File: src/rtl/asm_line_decoder.sv
// asm_line_decoder: parses ASCII noop/addx lines (in_* byte stream) into per-cycle {op,arg} records (out_*), with sticky err and word_count
module asm_line_decoder #(
  parameter int ARG_W = 16,
  parameter int MAX_DIGITS = 5
) (
  input  logic             CLK,
  input  logic             RST_N,
  input  logic [7:0]       in_data,
  input  logic             in_valid,
  output logic             in_ready,
  output logic [ARG_W:0]   out_data,
  output logic             out_valid,
  input  logic             out_ready,
  output logic             err,
  output logic [31:0]      word_count
);
  localparam int CW = $clog2(MAX_DIGITS + 2);
  localparam logic [32:0] NEG_LIM = 33'd1 << (ARG_W - 1);
  localparam logic [32:0] POS_LIM = NEG_LIM - 33'd1;
  typedef enum logic [3:0] {IDLE, NOOP_M, ADDX_M, SPACE, SIGN, DIGITS, EOL_N, EMIT0, EMIT1, SKIP} state_e;
  state_e state_q, state_d;
  logic [1:0] idx_q, idx_d;
  logic neg_q, neg_d, addx_q, addx_d, err_q, err_d, ov_q, ov_d;
  logic [17:0] acc_q, acc_d;
  logic [CW-1:0] cnt_q, cnt_d;
  logic [ARG_W:0] od_q, od_d;
  logic [31:0] wc_q;
  logic take, hs, is_dig, is_nl, is_cr, bad, over;
  logic [ARG_W-1:0] mag, arg;
  assign in_ready = RST_N & (state_q != EMIT0) & (state_q != EMIT1);
  assign take = in_valid & in_ready;
  assign hs = ov_q & out_ready;
  assign is_dig = (in_data >= 8'h30) && (in_data <= 8'h39);
  assign is_nl = in_data == 8'h0a;
  assign is_cr = in_data == 8'h0d;
  assign over = (cnt_q > CW'(MAX_DIGITS)) || ({15'd0, acc_q} > (neg_q ? NEG_LIM : POS_LIM));
  assign mag = ARG_W'(acc_q);
  assign arg = neg_q ? -mag : mag;
  assign out_data = od_q;
  assign out_valid = ov_q;
  assign err = err_q;
  assign word_count = wc_q;
  always_comb begin
    state_d = state_q;
    idx_d = idx_q;
    neg_d = neg_q;
    acc_d = acc_q;
    cnt_d = cnt_q;
    addx_d = addx_q;
    err_d = err_q;
    ov_d = ov_q;
    od_d = od_q;
    bad = 1'b0;
    case (state_q)
      IDLE: if (take) begin
        idx_d = 2'd0;
        if (in_data == 8'h6e) begin
          state_d = NOOP_M;
          addx_d = 1'b0;
        end else if (in_data == 8'h61) begin
          state_d = ADDX_M;
          addx_d = 1'b1;
          acc_d = '0;
          neg_d = 1'b0;
          cnt_d = '0;
        end else if (!is_nl && !is_cr) begin
          state_d = SKIP;
          err_d = 1'b1;
        end
      end
      NOOP_M: if (take) begin
        if (in_data == ((idx_q == 2'd2) ? 8'h70 : 8'h6f)) begin
          idx_d = idx_q + 2'd1;
          state_d = (idx_q == 2'd2) ? EOL_N : NOOP_M;
        end else bad = 1'b1;
      end
      ADDX_M: if (take) begin
        if (in_data == ((idx_q == 2'd2) ? 8'h78 : 8'h64)) begin
          idx_d = idx_q + 2'd1;
          state_d = (idx_q == 2'd2) ? SPACE : ADDX_M;
        end else bad = 1'b1;
      end
      SPACE: if (take) begin
        if (in_data == 8'h20) state_d = SIGN;
        else bad = 1'b1;
      end
      SIGN: if (take) begin
        if (in_data == 8'h2d) begin
          neg_d = 1'b1;
          state_d = DIGITS;
        end else if (is_dig) begin
          acc_d = {14'd0, in_data[3:0]};
          cnt_d = CW'(1);
          state_d = DIGITS;
        end else bad = 1'b1;
      end
      DIGITS: if (take) begin
        if (is_dig) begin
          acc_d = acc_q * 18'd10 + {14'd0, in_data[3:0]};
          cnt_d = (cnt_q > CW'(MAX_DIGITS)) ? cnt_q : cnt_q + CW'(1);
        end else if (is_nl && cnt_q != '0) begin
          state_d = over ? IDLE : EMIT0;
          err_d = err_q | over;
          ov_d = !over;
          od_d = '0;
        end else if (!is_cr) bad = 1'b1;
      end
      EOL_N: if (take) begin
        if (is_nl) begin
          state_d = EMIT0;
          ov_d = 1'b1;
          od_d = '0;
        end else if (!is_cr) bad = 1'b1;
      end
      EMIT0: if (hs) begin
        state_d = addx_q ? EMIT1 : IDLE;
        ov_d = addx_q;
        od_d = addx_q ? {1'b1, arg} : od_q;
      end
      EMIT1: if (hs) begin
        state_d = IDLE;
        ov_d = 1'b0;
      end
      SKIP: if (take && is_nl) state_d = IDLE;
      default: state_d = IDLE;
    endcase
    if (bad) begin
      err_d = 1'b1;
      state_d = is_nl ? IDLE : SKIP;
    end
  end
  always_ff @(posedge CLK) begin
    if (!RST_N) begin
      state_q <= IDLE;
      idx_q <= '0;
      neg_q <= 1'b0;
      acc_q <= '0;
      cnt_q <= '0;
      addx_q <= 1'b0;
      err_q <= 1'b0;
      ov_q <= 1'b0;
      od_q <= '0;
      wc_q <= '0;
    end else begin
      state_q <= state_d;
      idx_q <= idx_d;
      neg_q <= neg_d;
      acc_q <= acc_d;
      cnt_q <= cnt_d;
      addx_q <= addx_d;
      err_q <= err_d;
      ov_q <= ov_d;
      od_q <= od_d;
      wc_q <= wc_q + 32'(hs);
    end
  end
endmodule

File: config.mk
export PLATFORM = sky130hd
export DESIGN_NAME = asm_line_decoder
export DESIGN_NICKNAME = d
export VERILOG_FILES = /design/src/rtl/asm_line_decoder.sv
export SDC_FILE = /design/constraint.sdc
export NUM_CORES = 1
export LEC_CHECK = 0
export ABC_AREA = 1
export ABC_CLOCK_PERIOD_IN_PS = 6300
export CAP_MARGIN = 20
export CELL_PAD_IN_SITES_DETAIL_PLACEMENT = 1
export CELL_PAD_IN_SITES_GLOBAL_PLACEMENT = 1
export CORE_UTILIZATION = 44
export CTS_CLUSTER_SIZE = 40
export DETAILED_ROUTE_END_ITERATION = 8
export PLACE_DENSITY_LB_ADDON = 0.12
export SETUP_SLACK_MARGIN = 0.15
export SLEW_MARGIN = 40
export SYNTH_ARGS = -nofsm -noshare
export SYNTH_HDL_FRONTEND = slang
export SYNTH_SLANG_ARGS = --single-unit
File: constraint.sdc
create_clock -name CLK -period 6.3 [get_ports CLK]
set_input_delay 0.63 -clock CLK [delete_from_list [all_inputs] [get_ports CLK]]
set_output_delay 0.63 -clock CLK [all_outputs]
set_load 0.05 [all_outputs]
Word level (Yosys, flattened, before mapping)

Cells that the tools add are included.

Register bits after elaboration: 80
Output and inout bits: 52
Input port bits: 12
Logic and storage cells: 219

Reduce and logical (&&, ||, !) cells: 26
Eq/ne operators: 62
Magnitude comparators: 4
$add $sub $neg: 5
Bitwise logic cells: 5
Multiplexer cells: 106
Multiply operators: 1

Operator list:

| operator                | count |
|---|---|
| $mux W18                | 8 |
| $mux W17                | 7 |
| $mux W4                 | 24 |
| $ne A3 B3 Y1 const B    | 19 |
| $pmux W18 S3            | 1 |
| $pmux W17 S3            | 1 |
| $ne A2 B2 Y1 const B    | 21 |
| $pmux W4 S10            | 1 |
| $mux W1                 | 38 |
| $mux W3                 | 11 |
| $add A32 B1 Y32         | 1 |
| $mux W16                | 2 |
| $reduce_and A8 Y1       | 3 |
| $add A18 B4 Y18         | 1 |
| $gt A18 B16 Y1          | 1 |
| $mul A18 B3 Y17 const B | 1 |
| $reduce_and A18 Y1      | 1 |
| $eq A4 B3 Y1 const B    | 4 |
| $eq A8 B4 Y1 const B    | 2 |
| $eq A8 B6 Y1 const B    | 2 |
| $eq A8 B7 Y1            | 2 |
| $eq A8 B7 Y1 const B    | 2 |
| $neg A16 Y16            | 1 |
| $reduce_bool A3 Y1      | 5 |
| 31 further kinds        | 50 |

Longest topological paths before layout

Gate-level depths: netlist (run 1).

Depth in word-level cells: 9
Mapped depth: 18
Depth with buffers taken out: 18

Worst setup path before layout (run 1)

Ideal clock, no wire load.

Path type: reg2reg
Start point: reg ov_q (netlist: out_valid)
End point: reg wc_q[18] (netlist: word_count[18])
Period minus slack after synthesis: 2.560 ns
Library setup time: 0.120 ns
Required time: 6.180 ns
Stages on the path, launching flop included: 14
Path buffers: 0
Data arrival time: 2.440 ns
Path slack: 3.740 ns
Path through: dfxtp_1 > nand2_1 > inv_1 > ha_1 > ha_1 > nand3_1 > nor3_1 > nand2_1 > nor3_1 > nand3_1 > nor2_1 > nand2_1 > o21ai_0 > a21oi_1

Cells in the longest elaborated chain, start to end: 2

RTL lines:

| element                  | line | text |
|---|---|---|
| start: declaration       | 23   | `logic neg_q, neg_d, addx_q, addx_d, err_q, err_d, ov_q, ov_d;` |
| start signal: assignment | 152  | `ov_q <= ov_d;` |
| $and A1 B1 Y1            | 32   | `assign hs = ov_q & out_ready;` |
| $add A32 B1 Y32          | 154  | `wc_q <= wc_q + 32'(hs);` |
| end signal: assignment   | 154  |  |
| end: declaration         | 27   | `logic [31:0] wc_q;` |

No other way between the ends.
A chain may end at the register's enable or synchronous reset.

Worst setup path after layout (run 1)

Start point: in RST_N
End point: out in_ready

Cells in the longest elaborated chain, start to end: 2

RTL lines:

| element                     | line | text |
|---|---|---|
| start: declaration          | 7    | `input logic RST_N,` |
| $and A1 B1 Y1 (2 in series) | 30   | `assign in_ready = RST_N & (state_q != EMIT0) & (state_q != EMIT1);` |
| end: declaration            | 10   | `output logic in_ready,` |

No other way between the ends.

==> results of run 1 <==
==> cells in the final DEF (no fill, tap or decap), drive strengths merged, types with 4 or more instances in the layout <==
master,instances
nand2,268
inv,131
nor2,109
dfxtp,80
a21oi,77
nand3,68
clkdlybuf4s50,63
ha,53
o21ai,34
nor3,31
nand4,28
xor2,18
xnor2,11
clkbuf,11
a31oi,9
nor3b,7
nand3b,6
or2,5
o211ai,4
==> layout make-up <==
cell class / count / area [um2] / area share (%)
Sequential cell: 80 / 1602 / 21.56
Multi-Input combinational cell: 750 / 4140 / 55.74
Clock buffer: 11 / 252.7 / 3.402
Tap cell: 180 / 225.2 / 3.032
Timing Repair Buffer: 64 / 638.1 / 8.590
Clock inverter: 5 / 78.83 / 1.061
Inverter: 131 / 491.7 / 6.620
==> critical path: stages <==
cell and delay [ns]:
sky130_fd_sc_hd__clkdlybuf4s50_1 0.82, sky130_fd_sc_hd__inv_2 0.11, sky130_fd_sc_hd__nor2_4 0.16, sky130_fd_sc_hd__clkdlybuf4s50_1 0.82
==> synth_stat cells (all sizes together), types with 2 or more instances <==
| library cell | number |
|---|---|
| nand3b | 6 |
| o211ai | 4 |
| xor2 | 18 |
| and3 | 2 |
| o21ai | 34 |
| xnor2 | 11 |
| nor3 | 31 |
| nor3b | 7 |
| buf | 7 |
| nand3 | 68 |
| ha | 53 |
| nand4 | 28 |
| nand2 | 268 |
| o21a | 2 |
| nor4 | 3 |
| a211oi | 2 |
| or2 | 5 |
| o21bai | 3 |
| nor2 | 109 |
| inv | 131 |
| a31oi | 9 |
| a21oi | 77 |
| dfxtp | 80 |
| clkbuf | 9 |
| fa | 2 |
==> per-layer routing <==
| layer | global-route usage (%) | up-vias |
|---|---|---|
| met4 | 8.796 | 0 |
| met2 | 43.75 | 115 |
| li1 | - | 3336 |
| met3 | 2.762 | 28 |
| met5 | 0 | - |
| met1 | 35.57 | 3135 |
==> state kept, by name, summed over array words and instances (netlist names), 2 cells and up <==
register and count:
idx_q 2, state_q 4, cnt_q 3, word_count 32, acc_q 18, out_data 17
==> cell families after synthesis <==
family / synth area share [%]
adders and majority gates: 11.13
buffers and inverters: 9.146
and+or+nand+nor: 38.29
DFF: 25.34
xor gates and xnor gates: 4.019
AOI/OAI and AO/OA: 12.08
==> metrics by stage <==
| stage | setup WS [ns] | hold WS (ns) | instance area (um2) |
|---|---|---|---|
| 6_report | 3.129 | 0.4658 | 7428 |
| 5_1_grt | 2.789 | 0.4792 | 7428 |
| 4_1_cts | 3.077 | 0.4697 | 7428 |
| 3_5_place_dp | 2.878 | 0.4617 | 7097 |
| 3_3_place_gp | 2.988 | 0.4530 | 7097 |
| 2_1_floorplan | 3.740 | 0.4368 | 6320 |
==> final timing paths <==
check	from	endpoint	depth (start not counted)
setup / recovery	RST_N	in_ready	4
hold / removal	out_data[8]	out_data[8]	2
setup reg to reg	acc_q[2]	acc_q[16]	17
hold reg to reg	out_data[8]	out_data[8]	2
==> power breakdown <==
part	internal (W)	switching [W]	total, W
clock network	0.000368	0.000222	0.000591
registers	0.000525	0.0000244	0.000549
logic	0.000146	0.000321	0.000467
==> key figures, run 1 <==
Status
  • Outcome: finished clean

Floorplan
  • I/O pin count: 64
  • Die footprint: 14850 um2
  • Num rows: 43
  • Starting density of the core: 45.35%
  • Die extent in y: 121.8 um
  • Core area: 13930 um2
  • Horiz. Die Dim: 121.8 um

Clock network
  • Clock slew at the register clock pins of the worst setup and hold paths: 0.06 ns
  • Setup Fix Bufs, Post-CTS: 0
  • CTS tree: yes
  • Clock root cell: sky130_fd_sc_hd__clkbuf_16
  • Number of H-tree levels: 3
  • Post-CTS resize count: 0
  • Clock Sink Count: 80
  • Clock network latency to the later pin of the worst-skew pair: 0.35 ns
  • Deepest clock path buffer count: 2
  • Total clock buffers created by CTS: 9
  • Hold-fix buffers at CTS: 0

Synthesis
  • Ys Warns: 0
  • Synth Flop Type: sky130_fd_sc_hd__dfxtp_1
  • Instance count of the mapped netlist: 977
  • Synthesized net count: 1044
  • Netlist area before placement: 6320 um2
  • Biggest area contributors in the synthesized netlist: sky130_fd_sc_hd__dfxtp_1 (25%), sky130_fd_sc_hd__nand2_1 (16%), sky130_fd_sc_hd__ha_1 (10%)
  • Count of state elements after synthesis: 80
  • Post-synthesis sequential area ratio: 25.34%
  • Post-synthesis area per instance: 6.469 um2
  • Largest area contributor in the netlist: sky130_fd_sc_hd__dfxtp_1
  • Proportion of synthesized flip-flops having asynchronous set or reset: 0%
  • Proportion of netlist area held by the largest area contributor: 25.34%
  • Count of unique library cells instantiated by Yosys: 47
  • Post-synth EDFFs: 0

Run
  • Reported max-cap violation count: 0

Cells and area
  • Number of fillers in the final layout: 1894
  • Final Instance Count excl. Fillers: 1221
  • Share of final-layout standard cells stronger than drive strength 1: 6.532%
  • Utilization after layout: 53.31%
  • Nets: 1103
  • Count of inserted antenna diode cells: 0
  • Layout overhead on the synthesized area: 17.54%

Timing
  • Achievable Freq: 315.3 MHz
  • Slew HR: 46.67%
  • Max Clock Skew: 0.006267 ns
  • Setup tns final: 0 ns
  • Final period demand of the worst path: 3.171 ns
  • Setup repair after global routing missed its margin: false
  • Number of hold violations in the final report: 0
  • Fin crit share: 50.34%
  • Worst Tran Pin Value: 0.7989 ns
  • Fin. max-slew vios: 0
  • Number of setup violations in the final report: 0

Route
  • DRT Wirelength: 18270 um
  • Routed wirelength normalized by instance count: 14.97 um
  • Amount of wire on met3 after detailed routing: 489 um
  • Detailed-route via count: 6614
  • DRC errors left: 0
  • Remaining number of nets flagged by the antenna check after routing: 0
  • Detail-routed via count per cell: 5.417
  • Number of detailed-route iterations in the first pass: 4
  • Routed length on met2: 8563 um
  • Highest Signal Layer: met4
  • Met1 layer wirelength in the final routing: 8903 um
  • Starting DRC count in detailed routing: 283

Worst setup path
  • Critical Path AT: 2.54 ns
  • Crit path launch type: primary input
  • Critical path peak fanout: 16
  • Setup slack on the worst flop-to-flop path: 3.13 ns
  • Worst Path Required: 5.67 ns
  • Kind of critical path: in2out
  • Sort of element at the end of the critical path: output port

Global route
  • Number of antenna violations at the first check in global routing: 0
  • Aggregate global-route resource usage: 26.40%
  • GR Overflow Total: 0
  • Vias in the first global route: 6559
  • Maximum number of pins on one net before global-route repair: 67
  • Global-route wire length before repair: 31190 um

Power
  • Power density over the cells: 216.4 nW/um2
  • Worst-case vdd ir drop: 0.0001430 V
  • Total power after layout: 0.001607 W
  • Leakage power of the design: 3.421 nW

Place
  • Gp weighted congestion: 0.9223
  • Port Buffers: 63
  • HPWL after DPL: 14260 um
  • Placed Instances: 1205

Min path
  • Hold/Removal Path Class: reg2reg
(Power assumes the default switching activity.)
==> run 2, diff against run 1 <==
ABC_CLOCK_PERIOD_IN_PS = 2850   (was 6300)
CORE_UTILIZATION = 37   (was 44)
clock period = 2.85 ns   (was 6.3 ns; I/O delays follow)
==> key figures, run 2 (synthesized netlist as in run 1, its figures left out) <==
Status
  • Outcome: finished clean

Power
  • Worst-case vdd ir drop: 0.0002997 V
  • Sequential power share: 34.2%
  • Internal Power: 0.002202 W
  • Comb pwr share: 31.1%
  • Switching part of the total power: 37.58%
  • Part of the total power dissipated in the clock network: 34.7%
  • Leakage power of the design: 3.586 nW
  • Total power after layout: 0.003528 W
  • Net switching power: 0.001326 W
  • Power density over the cells: 443.2 nW/um2

Worst setup path
  • Worst Path Required: 3.12 ns
  • Critical Path AT: 2.85 ns
  • Cells along the critical path: buf_4, ha_1, ha_4, nand3_1, nand3_1, buf_4, nand2_1, nand2_1, nand2_1, nand2_2, nand2_1, nor2_1, nand4_1, a21oi_1, nand2_1, a21oi_1
  • Worst R2R Path Depth: 16
  • Setup slack on the worst flop-to-flop path: 0.28 ns
  • Critical path peak fanout: 7
  • Critical-path top delay cell: sky130_fd_sc_hd__dfxtp_2
  • Kind of critical path: reg2reg
  • CP most frequent cell: sky130_fd_sc_hd__nand2_1
  • Crit path launch type: flip-flop
  • RR Startpoint: acc_q[3]
  • Largest stage delay on the critical path: 0.34 ns
  • Worst R2R End: acc_q[17]
  • Sort of element at the end of the critical path: flip-flop

Clock network
  • Clock Sink Count: 80
  • Number of H-tree levels: 3
  • Clock root cell: sky130_fd_sc_hd__clkbuf_16
  • Total clock buffers created by CTS: 9
  • Hold-fix buffers at CTS: 0
  • Clock network latency to the later pin of the worst-skew pair: 0.35 ns
  • CTS tree: yes
  • Clock slew at the register clock pins of the worst setup and hold paths: 0.06 ns
  • Deepest clock path buffer count: 2

Floorplan
  • Die footprint: 17610 um2
  • Num rows: 47
  • Core area: 16640 um2
  • Horiz. Die Dim: 132.7 um
  • I/O pin count: 64
  • Die extent in y: 132.7 um
  • Starting density of the core: 37.97%

Min path
  • Instance count along the most critical hold path: 2
  • Origin of the worst min-delay path: out_data[16]
  • Hold/Removal Path Class: reg2reg
  • Endpoint, Worst Hold: out_data[16]

Cells and area
  • Count of inserted antenna diode cells: 0
  • Post-route cell area: 7960 um2
  • Most common cell after layout, fill and taps aside: sky130_fd_sc_hd__nand2_1
  • Layout overhead on the synthesized area: 25.96%
  • Top library cells by usage in the layout, fill and taps aside: sky130_fd_sc_hd__nand2_1 (250), sky130_fd_sc_hd__inv_1 (110), sky130_fd_sc_hd__nor2_1 (87), sky130_fd_sc_hd__a21oi_1 (75), sky130_fd_sc_hd__dfxtp_1 (72)
  • Largest register FFs: 32
  • Nets: 1139
  • Share of final-layout standard cells stronger than drive strength 1: 14.95%
  • Final Instance Count excl. Fillers: 1297

Place
  • Post-place setup slack: -0.06704 ns
  • HPWL after DPL: 15140 um
  • Gp weighted congestion: 0.8478
  • Placed Instances: 1277
  • Post-Place Cell Area: 7397 um2
  • Port Buffers: 63

Route
  • Number of detailed-route iterations in the first pass: 7
  • DRT Wirelength: 19340 um
  • Remaining number of nets flagged by the antenna check after routing: 0
  • Routed wirelength normalized by instance count: 14.91 um
  • Starting DRC count in detailed routing: 292
  • DRC errors left: 0
  • Detail-routed via count per cell: 5.126
  • Detailed-route via count: 6648

Global route
  • Number of antenna violations at the first check in global routing: 0
  • Vias in the first global route: 6679
  • Global-route wire length before repair: 32380 um
  • Maximum number of pins on one net before global-route repair: 61
  • Aggregate global-route resource usage: 22.60%
  • GR Overflow Total: 0

Run
  • Reported max-cap violation count: 0

Timing
  • Slew HR: 52.63%
  • Setup repair after global routing missed its margin: true
  • Number of setup violations in the final report: 0
  • Worst hold-check slack: 0.4639 ns
  • Number of hold violations in the final report: 0
  • Fin. max-slew vios: 0
  • Final setup margin: 0.2790 ns
  • Worst Tran Pin Value: 0.7105 ns
  • Achievable Freq: 388.9 MHz
  • Max Clock Skew: 0.01223 ns
  • Fin crit share: 90.21%
  • Final period demand of the worst path: 2.571 ns
run 2: cell count changes in the layout (fill, tap and decap cells not counted), moves of 5 or more:
cell and change:
sky130_fd_sc_hd__nor2_2 +9, sky130_fd_sc_hd__nand3_1 -6, sky130_fd_sc_hd__inv_1 -5, sky130_fd_sc_hd__dfxtp_1 -8
sky130_fd_sc_hd__dfxtp_2 +6, sky130_fd_sc_hd__nor2_1 -11, sky130_fd_sc_hd__ha_4 +5, sky130_fd_sc_hd__buf_4 +36
sky130_fd_sc_hd__nand2_2 +12, sky130_fd_sc_hd__ha_1 -8, sky130_fd_sc_hd__nand3_2 +5, sky130_fd_sc_hd__inv_2 +5
sky130_fd_sc_hd__nand2_1 -12
run 2: worst max-delay path, delay by kind of cell, from the launching register on:
family                     cells  cell delay [ns]
DFF                            1             0.34
AOI/OAI and AO/OA              2             0.26
and+or+nand+nor               10             0.95
buffers and inverters          2             0.30
adders and majority gates      2             0.64
run 2: area by class of cell:
cell class | count | area, um2
repair buffers | 100 | 918.4
well taps | 220 | 275.3
multi-input cells | 750 | 4354
clock inverters | 7 | 78.83
clock buffers | 9 | 225.2
fillers | 2188 | 8682
inverters | 131 | 491.7
flip-flops and latches | 80 | 1617
run 2: per-layer routing:
metal | wire length (um) | vias to the layer above | GRT usage (%)
li1 | - | 3399 | -
met1 | 9566 | 3140 | 30.71
met2 | 9124 | 93 | 37.95
met3 | 422 | 16 | 2.375
met4 | 228 | 0 | 6.003
met5 | 0 | - | 0
run 2: worst max-delay path by stage:
stage	from	end	slack, ns	cells after the start
2_1_floorplan	out_valid	word_count[18]	0.29	13
3_3_place_gp	in_data[1]	acc_q[15]	0.03	14
3_5_place_dp	in_data[1]	acc_q[15]	-0.07	15
4_1_cts	acc_q[3]	acc_q[16]	0.15	17
5_1_grt	acc_q[3]	acc_q[17]	0.08	16
6_report	acc_q[3]	acc_q[17]	0.28	16
run 2: power by group through the flow:
| stage | Combinational [W] | Clock (W) | Sequential (W) |
|---|---|---|---|
| after floorplan | 0.000729 | 0 | 0.00128 |
| after global placement | 0.00107 | 0 | 0.00123 |
| after CTS | 0.00110 | 0.00124 | 0.00121 |
| after detailed placement | 0.00109 | 0 | 0.00123 |
| after global routing | 0.00121 | 0.00129 | 0.00121 |
| final | 0.00110 | 0.00122 | 0.00121 |
run 2: what timing repair did:
action                                  4_1_cts  5_1_grt
endpoints found under the setup margin        3        9
resized for setup                            10       57
hold endpoints to repair                      0        0
pin swaps                                     0       15
buffers inserted                              0        4
run 2: through the flow:
stage	util (%)	TNS, ns
6_report	47.83	0
4_1_cts	46.43	0
3_3_place_gp	44.45	0
3_5_place_dp	44.45	-0.1406
2_1_floorplan	-	0
5_1_grt	47.83	0
==> run 3, diff against run 2 <==
CORE_ASPECT_RATIO = 0.75   (was default)
RECOVER_POWER = 100   (was default)
==> key figures, run 3 (synthesized netlist as in run 1, its figures left out) <==
Global route
  • Number of antenna violations at the first check in global routing: 0
  • Aggregate global-route resource usage: 23.23%
  • GR Overflow Total: 0
  • Global-route wire length before repair: 32680 um
  • Maximum number of pins on one net before global-route repair: 63
  • Vias in the first global route: 6464

Floorplan
  • Die extent in y: 115.2 um
  • Core area: 16370 um2
  • Horiz. Die Dim: 152.9 um
  • Starting density of the core: 38.62%
  • Num rows: 40
  • Die footprint: 17610 um2
  • I/O pin count: 64

Power
  • Worst-case vdd ir drop: 0.0002257 V
  • Total power after layout: 0.003474 W
  • Leakage power of the design: 3.748 nW
  • Power density over the cells: 438.8 nW/um2

Clock network
  • Clock network latency to the later pin of the worst-skew pair: 0.35 ns
  • Clock slew at the register clock pins of the worst setup and hold paths: 0.07 ns
  • Number of H-tree levels: 3
  • CTS tree: yes
  • Total clock buffers created by CTS: 9
  • Clock Sink Count: 80
  • Clock root cell: sky130_fd_sc_hd__clkbuf_16
  • Deepest clock path buffer count: 2

Route
  • Detail-routed via count per cell: 5.140
  • DRT Wirelength: 20000 um
  • Remaining number of nets flagged by the antenna check after routing: 0
  • Number of detailed-route iterations in the first pass: 5
  • DRC errors left: 0
  • Detailed-route via count: 6620
  • Routed wirelength normalized by instance count: 15.53 um
  • Starting DRC count in detailed routing: 369

Timing
  • Achievable Freq: 389.4 MHz
  • Worst hold-check slack: 0.4611 ns
  • Worst Tran Pin Value: 0.7226 ns
  • Setup repair after global routing missed its margin: false
  • Number of setup violations in the final report: 0
  • Slew HR: 51.83%
  • Final period demand of the worst path: 2.568 ns
  • Fin crit share: 90.10%
  • Fin. max-slew vios: 0
  • Setup tns final: 0 ns
  • Max Clock Skew: 0.009093 ns
  • Number of hold violations in the final report: 0

Worst setup path
  • Critical Path AT: 2.84 ns
  • Critical path peak fanout: 7
  • CP most frequent cell: sky130_fd_sc_hd__nand2_1
  • Worst R2R End: acc_q[10]
  • Cells along the critical path: nor2_1, nand3_1, nand2_1, nor2_1, nand2_1, nand2_1, nand3_2, nor3_4, clkbuf_2, nand3_1, a21oi_1
  • Largest stage delay on the critical path: 0.47 ns
  • Crit path max-delay family: simple AND/OR/NAND/NOR gates
  • RR Startpoint: state_q[1]
  • Kind of critical path: reg2reg
  • Critical-path top delay cell: sky130_fd_sc_hd__dfxtp_1
  • Setup slack on the worst flop-to-flop path: 0.28 ns
  • Worst R2R Path Depth: 11
  • Crit path buf inv count: 1
  • Sort of element at the end of the critical path: flip-flop
  • Worst Path Required: 3.12 ns
  • Crit path launch type: flip-flop

Cells and area
  • Number of fillers in the final layout: 2148
  • Top library cells by usage in the layout, fill and taps aside: sky130_fd_sc_hd__nand2_1 (254), sky130_fd_sc_hd__inv_1 (111), sky130_fd_sc_hd__nor2_1 (87), sky130_fd_sc_hd__a21oi_1 (73), sky130_fd_sc_hd__dfxtp_1 (69)
  • Nets: 1140
  • Most common cell after layout, fill and taps aside: sky130_fd_sc_hd__nand2_1
  • Final Instance Count excl. Fillers: 1288
  • Share of final-layout standard cells stronger than drive strength 1: 14.84%
  • Count of inserted antenna diode cells: 0
  • Layout overhead on the synthesized area: 25.30%
  • Sequential cell area in the final layout: 1615 um2
  • Largest register FFs: 32
  • Total area of multi-input combinational cells: 4319 um2

Run
  • Reported max-cap violation count: 0

Status
  • Outcome: finished clean

Min path
  • Origin of the worst min-delay path: out_data[8]
  • Hold/Removal Path Class: reg2reg
  • Endpoint, Worst Hold: out_data[8]
  • Instance count along the most critical hold path: 2

Place
  • Placed Instances: 1269
  • Port Buffers: 63
  • Gp weighted congestion: 0.8811
  • HPWL after DPL: 16070 um
run 3: changes by cell type in the layout (fill, tap and decap cells not counted), sizes merged:
cell           before  now
clkdlybuf4s50      62   10
buf                38   36
clkbuf              9   13
clkinvlp            2    0
dlygate4sd3         0   52
inv               133  134
run 3: worst max path at each step:
stage	start	endpoint	slack, ns	cells after the start
global placement	in_data[1]	acc_q[15]	0.03	14
finish	state_q[1]	acc_q[10]	0.28	11
CTS	acc_q[1]	acc_q[15]	0.16	15
global route	out_ready	word_count[23]	0.08	15
floorplan	out_valid	word_count[18]	0.29	13
detailed placement	in_data[1]	acc_q[15]	-0.05	15
run 3: timing repair:
| item | 4_1_cts | 5_1_grt |
|---|---|---|
| endpoints found under the setup margin | 3 | 9 |
| hold endpoints to repair | 0 | 0 |
| hold buffers | 0 | 0 |
| buffers inserted | 0 | 3 |
| pin swaps | 0 | 19 |
| resized for setup | 7 | 72 |
run 3: area by class of cell:
cell class              instances  area share [%]
inverters                     131           6.273
repair buffers                101           11.52
multi-input cells             750           54.54
clock buffers                  10           3.018
flip-flops and latches         80           20.40
clock inverters                 6          0.9322
well taps                     210           3.318
run 3: layer usage:
metal	routed length (um)	vias to the layer above	share of wire [%]	track usage (%)
li1	-	3406	-	-
met1	11010	3104	55	34.55
met2	8283	98	41	35.72
met3	578	12	2.9	3.279
met4	132	0	0.66	4.175
met5	0	-	0	0
run 3: metrics by stage:
step	utilization [%]	area (um2)	worst slack, ns
after floorplan	-	6320	0.2900
after global placement	45.21	7400	0.03244
after detailed placement	45.21	7400	-0.04586
after CTS	47.25	7732	0.1592
after global routing	48.39	7919	0.08033
final	48.39	7919	0.2821
run 3: tightest hold or removal path, stage by stage (launching register included):
cell	delay, ns
sky130_fd_sc_hd__dfxtp_1	0.31
sky130_fd_sc_hd__nand2_1	0.06
sky130_fd_sc_hd__a21oi_1	0.05
run 3: report_power, final:
part           internal, W  total, W  switching, W
Sequential         0.00116   0.00120     0.0000435
Combinational     0.000323   0.00104      0.000714
Clock             0.000716   0.00123      0.000518
Total              0.00220   0.00347       0.00128
